### src/rtl/pwm_ramp_if.sv
// Register-side bundle for pwm_ramp.
// Latency: none; it only carries wires.
// Backpressure: none; all writes are one-cycle strobes and outputs are levels or strobes.
//
// Signals: tgtld/ratld/wrtdata carry SPI register writes. enable/fault gate the channel.
//          pwmdata/pwmld feed the motor channel. busy/attarget/status report progress.
interface pwm_ramp_if;
   logic       tgtld;
   logic       ratld;
   logic [7:0] wrtdata;
   logic       enable;
   logic       fault;
   logic [7:0] pwmdata;
   logic       pwmld;
   logic       busy;
   logic       attarget;
   logic [7:0] status;

   // Register decoder / test side
   modport master (
      output tgtld, ratld, wrtdata, enable, fault,
      input  pwmdata, pwmld, busy, attarget, status
   );

   // Ramp block side
   modport slave (
      input  tgtld, ratld, wrtdata, enable, fault,
      output pwmdata, pwmld, busy, attarget, status
   );
endinterface

### src/rtl/pwm_ramp.sv
// Slew-rate limiter: steps a signed PWM duty one count per rate tick toward a target.
// Latency: the first pwmld comes N=(PRESCALE+1)*(ratediv+1) clocks after tgtld; fault/disable zero the output in 1 clock.
// Backpressure: none; the motor channel must accept every one-cycle pwmld strobe.
//
// Ports: clk, rstn (async active-low); bus (pwm_ramp_if.slave) carries the tgtld/ratld/wrtdata writes,
//        the enable and fault levels, and the pwmdata/pwmld/busy/attarget/status outputs.
// Option: define PWM_RAMP_DWELL_EN to add the zero-crossing dead-time dwell (DWELL_CYC clocks).
module pwm_ramp #(
   parameter int PRESCALE  = 255,
   parameter int DWELL_CYC = 1000
) (
   input  logic      clk,
   input  logic      rstn,
   pwm_ramp_if.slave bus
);
   typedef enum logic [1:0] {
      IDLE  = 2'b00,
      STEP  = 2'b01,
      DWELL = 2'b10,
      FAULT = 2'b11
   } state_t;

   localparam int            PW  = (PRESCALE > 0) ? $clog2(PRESCALE + 1) : 1;
   localparam logic [PW-1:0] PTC = PW'(PRESCALE);

   state_t        st_q, st_d;
   logic [7:0]    pwm_q, pwm_d;
   logic [7:0]    tgt_q, tgt_d;
   logic [7:0]    rdiv_q;
   logic          pld_q, pld_d;
   logic          flt_q, flt_d;
   logic [PW-1:0] pcnt_q;
   logic [7:0]    rcnt_q;
   logic          cnt_clr;
   logic          tick, step_tick;
   logic [7:0]    wr_clamp;
   logic [7:0]    step_val;
   logic          dwell_done;
   logic          dwell_en;

   // Both signs are non-zero and differ: a move between them must pass through zero.
   function automatic logic opposite(input logic [7:0] a, input logic [7:0] b);
      return (a != 8'd0) && (b != 8'd0) && (a[7] != b[7]);
   endfunction

   // -128 has no positive mirror, so the target range is kept symmetric.
   assign wr_clamp  = (bus.wrtdata == 8'h80) ? 8'h81 : bus.wrtdata;
   assign tick      = (pcnt_q == PTC) && (rcnt_q == rdiv_q);
   // A rate write restarts the period, so a coincident tick belongs to the old rate and is dropped.
   assign step_tick = tick && !bus.ratld;

`ifdef PWM_RAMP_DWELL_EN
   logic [15:0] dcnt_q;

   always_ff @(posedge clk or negedge rstn) begin
      if (!rstn)              dcnt_q <= 16'd0;
      else if (st_q != DWELL) dcnt_q <= 16'd0;
      else                    dcnt_q <= dcnt_q + 16'd1;
   end

   assign dwell_en   = 1'b1;
   assign dwell_done = (dcnt_q == 16'(DWELL_CYC - 1));
`else
   assign dwell_en   = 1'b0;
   // DWELL cannot be entered here; should it ever appear, leave it at once.
   assign dwell_done = (st_q == DWELL) && (DWELL_CYC >= 1);
`endif

   // Next value for one tick, always aimed at the target held before any same-cycle write.
   always_comb begin
      step_val = pwm_q;
      if (rdiv_q == 8'd0) begin
         step_val = opposite(pwm_q, tgt_q) ? 8'd0 : tgt_q;
      end else if ($signed(tgt_q) > $signed(pwm_q)) begin
         step_val = pwm_q + 8'd1;
      end else if ($signed(tgt_q) < $signed(pwm_q)) begin
         step_val = pwm_q - 8'd1;
      end
   end

   always_comb begin
      st_d    = st_q;
      pwm_d   = pwm_q;
      tgt_d   = tgt_q;
      pld_d   = 1'b0;
      flt_d   = flt_q;
      cnt_clr = 1'b0;
      if (bus.fault) begin
         st_d  = FAULT;
         pwm_d = 8'd0;
         tgt_d = 8'd0;
         pld_d = (pwm_q != 8'd0);
         flt_d = 1'b1;
      end else if (!bus.enable) begin
         // Only a tgtld leaves FAULT, so a disabled channel keeps it.
         st_d  = (st_q == FAULT) ? FAULT : IDLE;
         pwm_d = 8'd0;
         tgt_d = 8'd0;
         pld_d = (pwm_q != 8'd0);
      end else begin
         if (bus.tgtld) tgt_d = wr_clamp;
         case (st_q)
            IDLE: begin
               if (bus.tgtld && (wr_clamp != pwm_q)) begin
                  st_d    = STEP;
                  cnt_clr = 1'b1;
               end
            end
            FAULT: begin
               if (bus.tgtld) begin
                  st_d    = STEP;
                  cnt_clr = 1'b1;
                  flt_d   = 1'b0;
               end
            end
            DWELL: begin
               if (dwell_done) begin
                  st_d    = STEP;
                  cnt_clr = 1'b1;
               end
            end
            STEP: begin
               if (step_tick) begin
                  if (pwm_q == tgt_d) begin
                     // Retargeted onto the present value: settle without a load.
                     st_d = IDLE;
                  end else if (pwm_q != tgt_q) begin
                     // State follows the newest target, even though the step used the old one.
                     pwm_d = step_val;
                     pld_d = 1'b1;
                     if (step_val == tgt_d) begin
                        st_d = IDLE;
                     end else if (dwell_en && (step_val == 8'd0) && opposite(pwm_q, tgt_d)) begin
                        st_d = DWELL;
                     end
                  end
               end
            end
         endcase
      end
   end

   always_ff @(posedge clk or negedge rstn) begin
      if (!rstn) begin
         st_q  <= IDLE;
         pwm_q <= 8'd0;
         tgt_q <= 8'd0;
         pld_q <= 1'b0;
         flt_q <= 1'b0;
      end else begin
         st_q  <= st_d;
         pwm_q <= pwm_d;
         tgt_q <= tgt_d;
         pld_q <= pld_d;
         flt_q <= flt_d;
      end
   end

   // Rate divisor and the prescaler/rate counter pair that produces the tick.
   always_ff @(posedge clk or negedge rstn) begin
      if (!rstn) begin
         rdiv_q <= 8'h10;
         pcnt_q <= '0;
         rcnt_q <= 8'd0;
      end else begin
         if (bus.ratld) rdiv_q <= bus.wrtdata;
         if (bus.ratld || cnt_clr) begin
            pcnt_q <= '0;
            rcnt_q <= 8'd0;
         end else if (pcnt_q == PTC) begin
            pcnt_q <= '0;
            rcnt_q <= (rcnt_q == rdiv_q) ? 8'd0 : rcnt_q + 8'd1;
         end else begin
            pcnt_q <= pcnt_q + 1'b1;
         end
      end
   end

   // Every output below comes from a register, with no path from an input.
   assign bus.pwmdata  = pwm_q;
   assign bus.pwmld    = pld_q;
   assign bus.busy     = (st_q == STEP) || (st_q == DWELL);
   assign bus.attarget = (pwm_q == tgt_q) && (st_q != DWELL);
   assign bus.status   = {flt_q, bus.busy, bus.attarget, (st_q == DWELL), 2'b00, st_q};
endmodule

### src/flat_wrapper.sv
// flat-port wrapper written by rule: the top's interface ports become plain ports
module pwm_ramp_flat 
#(
   parameter int PRESCALE  = 255,
   parameter int DWELL_CYC = 1000
)
  (clk, rstn, bus_tgtld, bus_ratld, bus_wrtdata, bus_enable, bus_fault, bus_pwmdata, bus_pwmld, bus_busy, bus_attarget, bus_status);
  pwm_ramp_if bus_i ();
  input  logic clk;
  input  logic rstn;
  input wire logic [$bits(bus_i.tgtld)-1:0] bus_tgtld;
  input wire logic [$bits(bus_i.ratld)-1:0] bus_ratld;
  input wire logic [$bits(bus_i.wrtdata)-1:0] bus_wrtdata;
  input wire logic [$bits(bus_i.enable)-1:0] bus_enable;
  input wire logic [$bits(bus_i.fault)-1:0] bus_fault;
  output wire logic [$bits(bus_i.pwmdata)-1:0] bus_pwmdata;
  output wire logic [$bits(bus_i.pwmld)-1:0] bus_pwmld;
  output wire logic [$bits(bus_i.busy)-1:0] bus_busy;
  output wire logic [$bits(bus_i.attarget)-1:0] bus_attarget;
  output wire logic [$bits(bus_i.status)-1:0] bus_status;
  assign bus_i.tgtld = bus_tgtld;
  assign bus_i.ratld = bus_ratld;
  assign bus_i.wrtdata = bus_wrtdata;
  assign bus_i.enable = bus_enable;
  assign bus_i.fault = bus_fault;
  assign bus_pwmdata = bus_i.pwmdata;
  assign bus_pwmld = bus_i.pwmld;
  assign bus_busy = bus_i.busy;
  assign bus_attarget = bus_i.attarget;
  assign bus_status = bus_i.status;
  pwm_ramp #(.PRESCALE(PRESCALE), .DWELL_CYC(DWELL_CYC)) u_core (.clk(clk), .rstn(rstn), .bus(bus_i));
endmodule
### config.mk
export PLATFORM = sky130hd
export DESIGN_NAME = pwm_ramp_flat
export DESIGN_NICKNAME = d
export VERILOG_FILES = /design/src/rtl/pwm_ramp_if.sv /design/src/rtl/pwm_ramp.sv /design/src/flat_wrapper.sv
export SDC_FILE = /design/constraint.sdc
export NUM_CORES = 1
export LEC_CHECK = 0
export CAP_MARGIN = 20
export CORE_ASPECT_RATIO = 1.4
export CORE_UTILIZATION = 61
export DETAILED_ROUTE_END_ITERATION = 8
export PLACE_DENSITY = 0.84
export SLEW_MARGIN = 25
export SYNTH_ARGS = -nofsm -noshare
export SYNTH_HDL_FRONTEND = slang
export SYNTH_SLANG_ARGS = --single-unit
### constraint.sdc
create_clock -name clk -period 8.8 [get_ports clk]
set_input_delay 1.76 -clock clk [delete_from_list [all_inputs] [get_ports clk]]
set_output_delay 1.76 -clock clk [all_outputs]
set_load 0.01 [all_outputs]
---- Word level (Yosys, flattened, before mapping) ----
Cells that the tools add are included.
word-level totals
  flip-flop bits (word level) ............. 44
  input bits .............................. 14
  output and inout port bits .............. 19
  logic and storage cells ................. 102
cells by class
  add/sub/neg operators ................... 4
  $lt $le $gt $ge ......................... 2
  equal/unequal tests ..................... 22
  muxes and demuxes ....................... 46
  reductions and logical operators ........ 20
operators with widths
  operator                                                count
  2-to-1 mux 8 bit                                        21
  equality test 8 bit                                     4
  adder 8 x 1 -> 8 bit (second input constant)            3
  2-to-1 mux 2 bit                                        9
  equality test 8 bit (second input constant)             2
  inequality test 8 bit                                   2
  nonzero test 8 bit                                      2
  2-to-1 mux 1 bit                                        14
  inequality test 5 x 3 -> 1 bit (second input constant)  2
  inequality test 3 x 1 -> 1 bit (second input constant)  3
  greater-than comparator 8 bit                           1
  logical NOT 8 bit                                       1
  < comparator 8 bit                                      1
  inequality test 4 x 3 -> 1 bit (second input constant)  2
  case mux 2 bit (4 select lines)                         1
  nonzero test 2 bit                                      4
  subtractor 8 x 1 -> 8 bit (second input constant)       1
  logical AND 1 bit                                       6
  AND reduction 5 bit                                     1
  equality test 2 bit (second input constant)             2
  inequality test 4 bit (second input constant)           1
  AND reduction 4 bit                                     1
  inequality test 3 bit (second input constant)           1
  case mux 1 bit (3 select lines)                         1
  7 further kinds                                         8

---- Logic depth before layout (Yosys ltp) ----
Gate-level depths: netlist (run 1).
  depth in word-level cells ............... 13
  depth in mapped cells ................... 14
  mapped depth without buffers ............ 12

---- Worst setup path after synthesis (run 1) ----
OpenSTA, ideal clock, no wires.
  kind .................................... input-to-reg
  from .................................... in bus_tgtld
  to ...................................... reg u_core.pwm_q[6] (netlist: u_core.bus.pwmdata[6])
  setup time .............................. 0.132 ns
  arrival ................................. 3.727 ns
  data required time ...................... 8.668 ns
  setup slack ............................. 4.941 ns
  cell stages on the path ................. 10
  cells stage by stage .................... clkbuf_1 -> mux2i_1 -> xnor2_1 -> nand4_1 -> o31a_1 -> and3_1 -> clkbuf_1 -> clkbuf_1 -> a22oi_1 -> nor2_1
on the way
  cells in the longest elaborated chain, start to end .. 6
ends and longest elaborated chain
  item                             line                text
  start, declared                  flat_wrapper.sv:11  input wire logic [$bits(bus_i.tgtld)-1:0] bus_tgtld;
  2-to-1 mux 8 bit                 pwm_ramp.sv:101     if (bus.tgtld) tgt_d = wr_clamp;
  2-to-1 mux 8 bit                 pwm_ramp.sv:94      end else if (!bus.enable) begin
  2-to-1 mux 8 bit                 pwm_ramp.sv:88      if (bus.fault) begin
  equality test 8 bit              pwm_ramp.sv:124     if (pwm_q == tgt_d) begin
  inequality test 3 bit (no line)  --
  AND reduction 4 bit (no line)    --
  end signal, assigned             pwm_ramp.sv:152     pwm_q <= pwm_d;
  end, declared                    pwm_ramp.sv:27      logic [7:0] pwm_q, pwm_d;
No other way between the ends. The select of a mux whose other input is x is not followed.
A chain may end at the register's enable or synchronous reset.

---- Final worst setup path (run 1) ----
  from .................................... reg u_core.pwm_q[3] (netlist: u_core.bus.pwmdata[3])
  to ...................................... out bus_attarget
on the way
  cells in the longest elaborated chain, start to end .. 2
ends and longest elaborated chain
  item                 line                text
  equality test 8 bit  pwm_ramp.sv:183     assign bus.attarget = (pwm_q == tgt_q) && (st_q != DWELL);
  logical AND 1 bit    pwm_ramp.sv:183
  end, declared        flat_wrapper.sv:19  output wire logic [$bits(bus_i.attarget)-1:0] bus_attarget;
No other way between the ends.

==> results of run 1 <==
[worst paths after layout]
check / endpoint / slack (ns)
worst max-delay path: bus_attarget / 4.22
max in group asynchronous: u_core.bus.pwmdata[0] / 6.97
worst min-delay path: u_core.flt_q / 0.48
worst max register to register: u_core.st_q[1] / 4.83
worst min register to register: u_core.flt_q / 0.48
min in group asynchronous: u_core.rdiv_q[5] / 1.45
[layout make-up]
| class | count | area, sq um |
|---|---|---|
| Fill cell | 425 | 1520 |
| Multi-Input combinational cell | 293 | 2100 |
| Clock buffer | 6 | 72.6 |
| Timing Repair Buffer | 30 | 298 |
| Inverter | 23 | 86.3 |
| Tap cell | 66 | 82.6 |
| Sequential cell | 44 | 1100 |
| Clock inverter | 2 | 12.5 |
[state kept, by name, indices dropped and copies added (netlist names)]
register and cells:
u_core.pcnt_q 8, u_core.bus.pwmld 1, u_core.st_q 2, u_core.bus.pwmdata 8
u_core.rcnt_q 8, u_core.tgt_q 8, u_core.flt_q 1, u_core.rdiv_q 8
[synth_stat cells, types with 3 or more instances]
cell type	number	area share, %
a211oi_1	3	0.66
a21o_1	3	0.66
a21oi_1	12	1.8
a311o_1	3	0.88
a311oi_1	3	0.77
a31oi_1	4	0.73
and2_1	6	1.1
and3_1	9	1.6
buf_4	7	1.5
buf_6	3	0.99
clkbuf_1	10	1.1
dfrtp_1	43	31
ha_1	17	6.2
inv_1	23	2.5
mux2_2	8	2.6
mux2i_1	10	2.9
nand2_1	16	1.8
nand2b_1	5	0.91
nand3_1	20	2.9
nand4_1	4	0.73
nor2_1	31	3.4
nor2b_1	3	0.55
nor3_1	10	1.5
nor4_1	7	1.3
o211ai_1	6	1.3
o21ai_0	18	2.6
o22ai_1	5	0.91
o311a_1	3	0.88
or3_1	3	0.55
xnor2_1	20	5.1
xor2_1	16	4.1
[critical path: cells and delay by family, from the launching register on]
kind	cells	cell delay, ns
buffers and inverters	2	0.76
and+or+nand+nor	3	0.75
adders and majority gates	1	0.40
DFF	1	0.60
[power groups by stage]
stage | clock network [W] | logic [W] | registers (W)
2_1_floorplan | 0 | 0.0000907 | 0.000222
3_5_place_dp | 0 | 0.000128 | 0.000223
3_3_place_gp | 0 | 0.000126 | 0.000223
5_1_grt | 0.000135 | 0.000141 | 0.000221
6_report | 0.000125 | 0.000130 | 0.000220
4_1_cts | 0.000129 | 0.000128 | 0.000219
[per-stage QoR]
step / area, sq um / utilization, % / total power [W] / worst slack (ns)
after floorplan: 3420 / - / 0.000312 / 4.94
after global placement: 3670 / 69.5 / 0.000349 / 4.04
after detailed placement: 3670 / 69.5 / 0.000351 / 3.97
after CTS: 3750 / 71.1 / 0.000476 / 4.28
after global routing: 3750 / 71.2 / 0.000498 / 3.98
final: 3750 / 71.2 / 0.000474 / 4.22
[routing by layer]
layer,global-route usage (%),up-vias
met3,4.04,30
met1,37.7,1410
li1,-,1402
met2,50.6,110
met5,0,-
met4,19.0,0
[cell families (layout without fill, tap and decap cells)]
group / Yosys count / in the layout / share of synthesized area [%]
simple gates: 132 / 132 / 21.0
compound gates: 88 / 88 / 19.2
buf+inv: 45 / 61 / 6.44
flops: 44 / 44 / 32.2
xor+xnor: 36 / 36 / 9.22
mux: 18 / 18 / 5.56
fa+ha+maj: 17 / 17 / 6.22
other cells: 1 / 2 / 0.110
==> flow_summary.yaml, run 1 <==
pwr:
  seq_power_share_pct: 46.3
  power_density_mw_per_mm2: 126
  clockPowerShare_pct: 26.4
  internal_power_w: 0.000323
  power_leakage_nw: 1.57
  p_switching_w: 0.000151
  switching_share_pct: 31.9
  pwr-share-comb_pct: 27.3
  ir_drop_mv: 0.155
floorplan:
  fp-row-count: 31
  start_util_pct: 64.8
  io_pins: 33
  dieArea_sq_mm: 0.00591
  core_sq_mm: 0.00528
  die_h_um: 90.6
  die_x_um: 65.3
global_routing:
  grt_first_pass_wirelength_um: 14100
  antenna_found_initial: 0
  grt_max_degree: 45
  grt_pass1_vias: 2925
  grt.total_usage_pct: 31.0
  grt_remaining_overflow: 0
route:
  drt_iter0_drc: 278
  avgRoutedWirePerCell_um: 18.2
  top_layer: "met4"
  drtPass1Iterations: 5
  drt-met1-wl_um: 3460
  ant_nets: 0
  drc: 0
  wirelength_um: 8460
  met2_wirelength_um: 4190
  wl_met3_um: 407
  vias: 2952
  drt-vias-per-instance: 6.36
worst_hold_path:
  hold_depth: 1
  hold_class: "flop to flop"
  min_from: "u_core.flt_q"
worst_setup_path:
  timing.rr.start: "u_core.bus.pwmdata[3]"
  path_max_fanout: 10
  critical_path_class: "flop to primary output"
  crit_required_ns: 7.04
  cp.arrival_ns: 2.82
  path_cells: "inv_1 -> ha_1 -> nand4_1 -> or2_1 -> nor2_1 -> clkdlybuf4s50_1"
  setup.worst_path.start: "u_core.bus.pwmdata[3]"
  startpoint_type: "flop"
  ff2ff_path_depth: 11
  slowest_delay_ns: 0.60
  slowest_stage: "dfrtp_1"
  end_kind: "primary output"
placed_design:
  portBuffers: 30
  dp_hpwl_um: 6430
  numPlacedInstances: 456
  routabilityCongestion: 0.975
outcome:
  status: "finished, final reports clean"
synthesis:
  syn_area_sq_mm: 0.00342
  synthFlopType: "dfrtp_1"
  syn_area_per_cell_sq_um: 8.98
  async_flop_share_pct: 100
  synth-warning-count: 0
  ys_ff_latch: 44
  synth_edf_count: 0
  yosysSeqAreaShare_pct: 32.2
  syn_inst: 381
  yosysUniqueCellTypes: 71
cts:
  htree_levels: 2
  cts_tree: "yes"
  cts_hold_buf: 0
  cts_resized: 0
  cts_setup_buffers: 0
  cts.sinks: 44
  clk_pin_slew_ns: 0.08
  numCtsBuffers: 5
  clockRootBuffer: "clkbuf_8"
  clockBufferDepth: 2
  clkLatencyLatePin_ns: 0.29
layout:
  nets: 428
  layout_commonest_cell: "dfrtp_1"
  diodes: 0
  final_cell_mix: "dfrtp_1, nor2_1, clkdlybuf4s50_1, inv_1"
  layout-drive-gt1-share_pct: 8.29
  instances_no_fill: 464
  area_delta_synth_final_pct: 9.81
sta:
  slew_violations: 0
  holdWs_ns: 0.480
  rsz0062_at_grt: "no"
  layout_min_cycle_time_ns: 4.58
  timing.final.hold_violations: 0
  worst_pin_slew_ns: 0.762
  fin_skew_ns: 0.00421
  fmax_mhz: 218
  maxSlewHeadroom_pct: 49.0
  fin_crit_sh_pct: 52.0
  setup_viol: 0
  tns_ns: 0
run:
  cap_violations: 0
Power figures use the tool's default switching activity.
==> inputs of run 2 (changes only) <==
- CORE_UTILIZATION: 61 -> 52
- PLACE_DENSITY: 0.84 -> 0.76
- clock period: 8.8 -> 3.7 ns (I/O delays scaled with it)
==> run 2 against run 1 <==
Net effect: hold slack worse by 0.054 ns; worst setup slack got worse by 4.0 ns; non-clock buffer count up 33; global-route usage decreased by 3.4 points.
==> flow_summary.yaml, run 2 (synthesis gave the netlist of run 1 again) <==
pwr:
  power_density_mw_per_mm2: 298
  ir_drop_mv: 0.254
  clockPowerShare_pct: 27.7
  power_leakage_nw: 1.75
  p_total_w: 0.00121
  switching_share_pct: 31.3
  internal_power_w: 0.000828
  p_switching_w: 0.000378
  pwr-share-comb_pct: 29.0
  seq_power_share_pct: 43.4
sta:
  slew_violations: 0
  setup_viol: 0
  fin_skew_ns: 0.00900
  fmax_mhz: 286
  timing.final.hold_violations: 0
  maxSlewHeadroom_pct: 61.9
  layout_min_cycle_time_ns: 3.49
  worst_pin_slew_ns: 0.556
  fin_crit_sh_pct: 94.5
route:
  avgRoutedWirePerCell_um: 18.9
  vias: 3151
  drt-vias-per-instance: 6.28
  ant_nets: 0
  drc: 0
  drtPass1Iterations: 5
  wirelength_um: 9480
  drt_iter0_drc: 259
cts:
  htree_levels: 2
  cts_tree: "yes"
  clkLatencyLatePin_ns: 0.30
  cts.sinks: 44
  numCtsBuffers: 5
  clockRootBuffer: "clkbuf_8"
  clk_pin_slew_ns: 0.09
  clockBufferDepth: 2
layout:
  diodes: 0
  layout_commonest_cell: "dfrtp_1"
  final_cell_mix: "dfrtp_1, buf_4, nor2_1, clkdlybuf4s50_1, inv_1"
  area_delta_synth_final_pct: 18.3
  final_cell_area_sq_mm: 0.00404
  layout-drive-gt1-share_pct: 16.5
  instances_no_fill: 502
  nets: 461
  final_util_pct: 64.2
floorplan:
  dieArea_sq_mm: 0.00691
  io_pins: 33
  fp-row-count: 34
  start_util_pct: 54.3
  die_h_um: 98.0
  die_x_um: 70.5
  core_sq_mm: 0.00630
worst_setup_path:
  path_max_fanout: 6
  crit_required_ns: 3.89
  startpoint_type: "flop"
  critical_path_class: "flop to flop"
  end_kind: "flop"
  cp.arrival_ns: 3.69
global_routing:
  grt_pass1_vias: 3055
  grt_remaining_overflow: 0
  antenna_found_initial: 0
  grt.total_usage_pct: 27.5
  grt_max_degree: 45
  grt_first_pass_wirelength_um: 14900
run:
  cap_violations: 0
placed_design:
  routabilityCongestion: 0.988
  dp_hpwl_um: 7170
  portBuffers: 30
  numPlacedInstances: 490
  dpl-instance-area_sq_mm: 0.00388
worst_hold_path:
  hold_class: "input pin to asynchronous set/reset pin"
outcome:
  status: "finished, final reports clean"
-- run 2: worst max-delay path: stages, from the launching register on --
cell and delay [ns]:
dfrtp_1 0.38, inv_1 0.12, ha_1 0.26, nor2b_1 0.13
o211ai_1 0.39, a211oi_4 0.17, buf_2 0.19, buf_4 0.14
or4_1 0.47, a21o_1 0.22, nand3b_1 0.08, nand4_1 0.17
o41ai_2 0.25, a211oi_1 0.12, a211o_1 0.29
-- run 2: path summary, 6_finish.rpt --
| kind | startpoint | endpoint | slack [ns] | depth (start not counted) |
|---|---|---|---|---|
| max in group asynchronous | rstn | u_core.bus.pwmdata[6] | 2.85 | 1 |
| min reg2reg | u_core.flt_q | u_core.flt_q | 0.48 | 1 |
| max | u_core.bus.pwmdata[1] | u_core.st_q[1] | 0.21 | 14 |
| max reg2reg | u_core.bus.pwmdata[1] | u_core.st_q[1] | 0.21 | 14 |
| min | rstn | u_core.pcnt_q[6] | 0.43 | 1 |
| min in group clk | u_core.flt_q | u_core.flt_q | 0.48 | 1 |
-- run 2: final cells by class --
type | count | area (sq um)
clock buffer | 7 | 96.3
fill | 547 | 2250
inverter | 23 | 86.3
multi-input combinational | 293 | 2120
sequential | 44 | 1100
tap | 72 | 90.1
timing repair buffer | 63 | 543
-- run 2: layer usage --
| layer | track usage (%) | part of all wire [%] | vias up | routed length (um) |
|---|---|---|---|---|
| met4 | 18.3 | 6.0 | 0 | 565 |
| li1 | - | - | 1467 | - |
| met3 | 3.51 | 3.9 | 48 | 373 |
| met1 | 32.3 | 40 | 1511 | 3750 |
| met5 | 0 | 0 | - | 0 |
| met2 | 46.8 | 51 | 125 | 4790 |
-- run 2: power groups by stage --
stage | combinational [W] | sequential (W) | clock, W
after global routing | 0.000373 | 0.000525 | 0.000351
final | 0.000349 | 0.000523 | 0.000334
after global placement | 0.000323 | 0.000531 | 0
after detailed placement | 0.000327 | 0.000532 | 0
after CTS | 0.000332 | 0.000522 | 0.000340
after floorplan | 0.000216 | 0.000527 | 0
-- run 2: metrics by stage --
step                 TNS, ns  setup WS [ns]  hold slack (ns)
detailed placement   -0.0202        -0.0202            0.469
floorplan                  0          0.433            0.444
CTS                        0         0.0116            0.489
global route        -0.00255       -0.00255            0.477
global placement           0         0.0994            0.461
finish                     0          0.205            0.426
-- run 2: timing repair --
| item | CTS | global route |
|---|---|---|
| buffers inserted | 0 | 5 |
| setup endpoints to repair | 1 | 2 |
| pin swaps | 0 | 3 |
| gates resized for setup | 1 | 5 |
| hold buffers | 0 | 0 |
==> inputs of run 3 (changes only) <==
- ABC_CLOCK_PERIOD_IN_PS: default -> 3700
==> results of run 3 <==
The final DEF is identical to that of run 2; final timing and power are the same.
